--- config.mk ---
export PLATFORM = sky130hd
export DESIGN_NAME = vga_fb_scanout
export DESIGN_NICKNAME = d
export VERILOG_FILES = /design/src/rtl/vga_fb_scanout.sv
export SDC_FILE = /design/constraint.sdc
export NUM_CORES = 1
export LEC_CHECK = 0
export CAP_MARGIN = 20
export CELL_PAD_IN_SITES_DETAIL_PLACEMENT = 0
export CELL_PAD_IN_SITES_GLOBAL_PLACEMENT = 2
export CORE_ASPECT_RATIO = 0.75
export CORE_MARGIN = 5
export CORE_UTILIZATION = 34
export CTS_CLUSTER_DIAMETER = 120
export CTS_CLUSTER_SIZE = 14
export DETAILED_ROUTE_END_ITERATION = 10
export PLACE_DENSITY_LB_ADDON = 0.12
export SLEW_MARGIN = 20
export SYNTH_ARGS = -nofsm -noshare
export SYNTH_HDL_FRONTEND = slang
export SYNTH_SLANG_ARGS = --single-unit
--- constraint.sdc ---
create_clock -name clk -period 2.45 [get_ports clk]
set_input_delay 0.245 -clock clk [delete_from_list [all_inputs] [get_ports clk]]
set_output_delay 0.245 -clock clk [all_outputs]
set_load 0.01 [all_outputs]
--- src/rtl/vga_fb_scanout.sv ---
// VGA scan-out engine: generates raster timing, fetches one framebuffer word per
// visible pixel and drives RGB333 plus syncs, aligned through a two-tick pipeline.
module vga_fb_scanout #(
    parameter int unsigned H_ACTIVE = 640,
    parameter int unsigned H_FP     = 16,
    parameter int unsigned H_SYNC   = 96,
    parameter int unsigned H_BP     = 48,
    parameter int unsigned V_ACTIVE = 480,
    parameter int unsigned V_FP     = 10,
    parameter int unsigned V_SYNC   = 2,
    parameter int unsigned V_BP     = 33,
    parameter bit          SYNC_POL = 1'b0
) (
    input  logic        clk,
    input  logic        rst_n,
    input  logic        pix_en,
    input  logic        fb_ready,
    output logic        fb_re,
    output logic [19:0] fb_addr,
    input  logic [8:0]  fb_data,
    output logic [2:0]  vga_r,
    output logic [2:0]  vga_g,
    output logic [2:0]  vga_b,
    output logic        vga_hsync,
    output logic        vga_vsync,
    output logic        frame_start
);

    localparam int unsigned H_TOTAL = H_ACTIVE + H_FP + H_SYNC + H_BP;
    localparam int unsigned V_TOTAL = V_ACTIVE + V_FP + V_SYNC + V_BP;
    localparam int unsigned HW      = $clog2(H_TOTAL);
    localparam int unsigned VW      = $clog2(V_TOTAL);
    localparam int unsigned AW      = 20;
    localparam int unsigned PW      = 9;

    typedef enum logic {S_WAIT, S_RUN} state_t;

    state_t          state_q, state_d;
    logic [HW-1:0]   h_cnt;
    logic [VW-1:0]   v_cnt;
    logic [AW-1:0]   addr_q;
    logic [AW-1:0]   addr_nxt;
    logic            h_last, v_last, wrap;
    logic            visible, hs_act, vs_act, rd;
    logic            rd_q, tick_q;
    logic [PW-1:0]   pix_reg;
    logic            vis_d1, hs_d1, vs_d1;

    assign h_last  = (h_cnt == HW'(H_TOTAL - 1));
    assign v_last  = (v_cnt == VW'(V_TOTAL - 1));
    assign wrap    = pix_en && h_last && v_last;
    assign visible = (h_cnt < HW'(H_ACTIVE)) && (v_cnt < VW'(V_ACTIVE));
    assign hs_act  = (h_cnt >= HW'(H_ACTIVE + H_FP)) && (h_cnt < HW'(H_ACTIVE + H_FP + H_SYNC));
    assign vs_act  = (v_cnt >= VW'(V_ACTIVE + V_FP)) && (v_cnt < VW'(V_ACTIVE + V_FP + V_SYNC));

    // Read strobe coincides with the pixel tick so data is back before the next tick.
    assign rd          = pix_en && visible && (state_q == S_RUN);
    assign addr_nxt    = (h_cnt == '0 && v_cnt == '0) ? '0 : addr_q + AW'(1);
    assign fb_re       = rd;
    assign fb_addr     = rd ? addr_nxt : addr_q;
    assign frame_start = wrap;

    always_ff @(posedge clk or negedge rst_n) begin
        if (!rst_n) begin
            state_q <= S_WAIT;
        end else begin
            state_q <= state_d;
        end
    end

    // Enter RUN only on a frame boundary so the first fetch lands at address 0.
    always_comb begin
        state_d = state_q;
        case (state_q)
            S_WAIT:  if (wrap && fb_ready) state_d = S_RUN;
            S_RUN:   state_d = S_RUN;
            default: state_d = S_WAIT;
        endcase
    end

    always_ff @(posedge clk or negedge rst_n) begin
        if (!rst_n) begin
            h_cnt <= '0;
            v_cnt <= '0;
        end else if (pix_en) begin
            if (h_last) begin
                h_cnt <= '0;
                v_cnt <= v_last ? '0 : v_cnt + VW'(1);
            end else begin
                h_cnt <= h_cnt + HW'(1);
            end
        end
    end

    always_ff @(posedge clk or negedge rst_n) begin
        if (!rst_n) begin
            addr_q <= '0;
        end else if (rd) begin
            addr_q <= addr_nxt;
        end
    end

    // Capture slot follows every tick; ticks without a read load black.
    always_ff @(posedge clk or negedge rst_n) begin
        if (!rst_n) begin
            rd_q    <= 1'b0;
            tick_q  <= 1'b0;
            pix_reg <= '0;
        end else begin
            rd_q   <= rd;
            tick_q <= pix_en;
            if (tick_q) begin
                pix_reg <= rd_q ? fb_data : '0;
            end
        end
    end

    always_ff @(posedge clk or negedge rst_n) begin
        if (!rst_n) begin
            vis_d1    <= 1'b0;
            hs_d1     <= ~SYNC_POL;
            vs_d1     <= ~SYNC_POL;
            vga_hsync <= ~SYNC_POL;
            vga_vsync <= ~SYNC_POL;
            vga_r     <= '0;
            vga_g     <= '0;
            vga_b     <= '0;
        end else if (pix_en) begin
            vis_d1    <= visible;
            hs_d1     <= hs_act ? SYNC_POL : ~SYNC_POL;
            vs_d1     <= vs_act ? SYNC_POL : ~SYNC_POL;
            vga_hsync <= hs_d1;
            vga_vsync <= vs_d1;
            vga_r     <= vis_d1 ? pix_reg[8:6] : 3'd0;
            vga_g     <= vis_d1 ? pix_reg[5:3] : 3'd0;
            vga_b     <= vis_d1 ? pix_reg[2:0] : 3'd0;
        end
    end

endmodule

==> metrics.log <==
INFO  metric regMostFlops = addr_q
INFO  metric timing.final.crit_period = 2.65 ns
INFO  metric cts_sinks = 66
INFO  metric postLayoutSetupSlackWorst = -0.204 ns
INFO  metric layout.nets = 426
INFO  metric worst_slew_margin_rel = between 60 and 70%
INFO  metric ys_seq_area_share = a little over half
INFO  metric placed_area = between 0.004 and 0.005 mm²
INFO  metric route.detailed.wl_per_inst = between 10 and 15 µm
INFO  metric reg_clk_slew_reported_paths = 0.06 ns
INFO  metric syn_inst = a little over 300
INFO  metric htree_levels = 3
INFO  metric detail_route.wirelength = around 8000 µm
INFO  metric preCtsSetupSlack = -0.189 ns
INFO  metric design.die.area = 0.0114 mm²
INFO  metric synth-edff-count = 0
INFO  metric max_slew.worst_pin.slew = around 0.56 ns
INFO  metric p_leak = approximately 2.1 nW
INFO  metric worst_hold_path_type = in -> async
INFO  metric yosys_register_bits = 66
INFO  metric postSynthAreaPerCell = approximately 10 µm²
INFO  metric report.final.slew_viol_count = 0
INFO  metric yosysWarnings = 0
INFO  metric filler_cell_count = 878
INFO  metric yosys.area.top_type_share = between 40% and 50%
INFO  metric grt_overflow = 0
INFO  metric fin_tns_setup = -2.21 ns
INFO  metric final.period_utilization = 108%
INFO  metric diodes = 0
INFO  metric final_antenna_net_count = 0
INFO  metric syn_area = between 0.003 and 0.004 mm²
INFO  metric final_cell_mix = sky130_fd_sc_hd__dfrtp_1, sky130_fd_sc_hd__buf_4, sky130_fd_sc_hd__nand3_1
INFO  metric synth_area_leader_cell = sky130_fd_sc_hd__dfrtp_1
INFO  metric rsz0062_at_grt = yes
INFO  metric power.ir.vdd_worst = a little under 0.4 mV
INFO  metric final_common_cell = sky130_fd_sc_hd__dfrtp_1
INFO  metric detailedRoute.firstPassIterationCount = 4
INFO  metric totalPowerFinal = 2.80 mW
INFO  metric gpl.final_weighted_congestion = between 0.7 and 0.8
INFO  metric insertion_delay_to_the_later_sink_of_the_worst_skew_pair = 0.33 ns
INFO  metric drc_errors = 0
INFO  metric ios = 46
INFO  metric grt_pass1_vias = ~2600
INFO  metric synthTopCellsByArea = sky130_fd_sc_hd__dfrtp_1, sky130_fd_sc_hd__xor2_1, sky130_fd_sc_hd__nand3_1, sky130_fd_sc_hd__dfstp_2, sky130_fd_sc_hd__a22o_1
INFO  metric worst_clock_skew = 0.00589 ns
INFO  metric critical_path.endpoint_type = primary output
INFO  metric die-width = ~120 µm
INFO  metric setup_viol = 20
INFO  metric start_kind = flip-flop
INFO  metric dieHeight = ~94 µm
INFO  metric route.vias.total = about 2600
INFO  metric cap_viol_max_count = 0
INFO  metric drive_gt1_share = between 30% and 40%
INFO  metric netlist-cell-type-count = 50
INFO  metric core_area = between 0.009 and 0.01 mm²
INFO  metric globalRouteTotalUtil = 15.3%
INFO  metric regToRegEndpoint = v_cnt[9]
INFO  metric powerDensity = 603 mW/mm²
INFO  metric clk_path_buf_depth = 2
INFO  metric top_regs = addr_q (20), h_cnt (10), v_cnt (10)
INFO  metric std_cell_rows = 30
INFO  metric cts-root-buf = sky130_fd_sc_hd__clkbuf_16
INFO  metric timing.setup.critical_path_class = reg -> out
INFO  metric path_max_fanout = 4
INFO  metric reg2reg_depth = 11
INFO  metric synth_ff_type = sky130_fd_sc_hd__dfrtp_1
INFO  metric arrival = roughly 2.4 ns
INFO  metric layout.cells.non_filler = 541
INFO  metric routed_via_density = 4.84
INFO  metric cp-endpoint = fb_addr[5]
INFO  metric timing_hold_violations_final = 0
INFO  metric start_util = about a third
INFO  metric portBuffers = 45
INFO  metric cts_inserted_buffers = 9
INFO  metric flip_flop_count_of_the_largest_register_after_layout = 20
INFO  metric antenna_found_initial = 0
INFO  metric worst_setup_path_startpoint = v_cnt[0]
INFO  metric final_cell_area = between 0.004 and 0.005 mm²
INFO  metric synth_fp_nets = approximately 330
INFO  metric timing.critical_path.required = roughly 2.2 ns
INFO  metric fmax = around 380 MHz
INFO  metric worstReg2RegStart = v_cnt[0]
INFO  metric post-place-cells = a little over 500
INFO  metric drt_iter0_drc = around 140
INFO  metric outcome = finished with violations
INFO  metric worst_reg2reg_setup_slack = about 0.27 ns
INFO  metric area_growth_syn_to_layout = 46.0%
INFO  metric failed_checks = negative setup slack
INFO  metric tritoncts_clock_tree = done
INFO  metric maximum_number_of_pins_on_one_net_before_global_route_repair = between 60 and 70
INFO  metric first_pass_grt_wire_length = roughly 14000 µm
INFO  metric async_reset_ff_share = 100%
INFO  metric dp_hpwl = approximately 5400 µm
## stage by stage
| step | util, % | hold slack [ns] |
|---|---|---|
| after detailed placement | 44.6 | 0.295 |
| final | 51.1 | 0.438 |
| after global placement | 44.6 | 0.298 |
| after global routing | 51.1 | 0.499 |
| after floorplan | - | -0.0506 |
| after CTS | 48.6 | 0.475 |
## cells by family after synthesis
group / count (synthesis) / share of synthesized area, %
AND/OR/NAND/NOR: 135 / 23.7
flip-flops: 66 / 52.1
AO/OA/AOI/OAI: 45 / 10.1
buffers and inverters: 33 / 4.53
XOR/XNOR: 24 / 6.61
adder cells (fa/ha/maj): 5 / 1.97
multiplexers: 3 / 1.02
## how the worst min path moves through the flow
stage | to | startpoint
finish | h_cnt[6] | rst_n
detailed placement | h_cnt[7] | rst_n
CTS | h_cnt[7] | rst_n
floorplan | addr_q[0] | rst_n
global route | vga_b[1] | pix_reg[1]
global placement | h_cnt[6] | rst_n
## per-layer routing
metal  vias up  global-route usage [%]  share of wire [%]
met5         -                       0                  0
met4         0                    5.32               0.90
met3         6                    5.06                4.3
met2        43                    21.2                 44
met1      1269                    22.3                 51
li1       1299                       -                  -
## layout make-up
class                           count  area, µm²  share of cell area, %
Clock buffer                        9        225                   4.85
Clock inverter                      7       77.6                   1.67
Inverter                           17       63.8                   1.37
Multi-Input combinational cell    212       1540                   33.2
Sequential cell                    66       1660                   35.7
Tap cell                          128        160                   3.45
Timing Repair Buffer              102        916                   19.7
## synth_stat cells (2+ instances only)
| cell type | instances |
|---|---|
| sky130_fd_sc_hd__ha_1 | 5 |
| sky130_fd_sc_hd__o22ai_1 | 2 |
| sky130_fd_sc_hd__xnor2_1 | 6 |
| sky130_fd_sc_hd__nand4b_1 | 2 |
| sky130_fd_sc_hd__a21oi_1 | 2 |
| sky130_fd_sc_hd__buf_2 | 4 |
| sky130_fd_sc_hd__nor2_2 | 2 |
| sky130_fd_sc_hd__xor2_1 | 18 |
| sky130_fd_sc_hd__mux2_2 | 2 |
| sky130_fd_sc_hd__nor2b_1 | 4 |
| sky130_fd_sc_hd__dfrtp_1 | 62 |
| sky130_fd_sc_hd__and4_1 | 3 |
| sky130_fd_sc_hd__nor4_1 | 3 |
| sky130_fd_sc_hd__and2_1 | 2 |
| sky130_fd_sc_hd__nand3_1 | 28 |
| sky130_fd_sc_hd__nand4_1 | 12 |
| sky130_fd_sc_hd__o21ai_0 | 12 |
| sky130_fd_sc_hd__a31oi_1 | 3 |
| sky130_fd_sc_hd__o21ai_1 | 4 |
| sky130_fd_sc_hd__clkbuf_1 | 9 |
| sky130_fd_sc_hd__nor2_1 | 27 |
| sky130_fd_sc_hd__nor3_2 | 4 |
| sky130_fd_sc_hd__a21o_1 | 3 |
| sky130_fd_sc_hd__inv_1 | 16 |
| sky130_fd_sc_hd__and3_2 | 2 |
| sky130_fd_sc_hd__dfstp_2 | 4 |
| sky130_fd_sc_hd__nand2_1 | 23 |
| sky130_fd_sc_hd__buf_4 | 2 |
| sky130_fd_sc_hd__and3_1 | 6 |
| sky130_fd_sc_hd__a22o_1 | 12 |
| sky130_fd_sc_hd__nor3_1 | 8 |
## power breakdown
group	internal, mW	total, mW	switching [mW]
clock	0.793	1.29	0.497
combinational	0.169	0.332	0.163
sequential	1.13	1.18	0.0437
total	2.09	2.80	0.703
## worst max-delay path, cell delays in order (launching register included)
cell	delay [ns]
sky130_fd_sc_hd__dfrtp_1	0.39
sky130_fd_sc_hd__inv_2	0.08
sky130_fd_sc_hd__ha_4	0.12
sky130_fd_sc_hd__or4b_4	0.47
sky130_fd_sc_hd__nor3_4	0.17
sky130_fd_sc_hd__buf_6	0.13
sky130_fd_sc_hd__nand3_4	0.07
sky130_fd_sc_hd__and3_4	0.19
sky130_fd_sc_hd__a221o_1	0.29
sky130_fd_sc_hd__buf_2	0.15
## timing repair
item / in CTS / in global routing
pin swaps: 7 / 19
endpoints found under the setup margin: 22 / 21
hold buffers: 1 / 0
gates resized for setup: 99 / 49
setup buffers: 7 / 8
gates cloned: 1 / 0
endpoints found under the hold margin: 62 / 0
No activity file was read; power rests on OpenSTA's default activity.
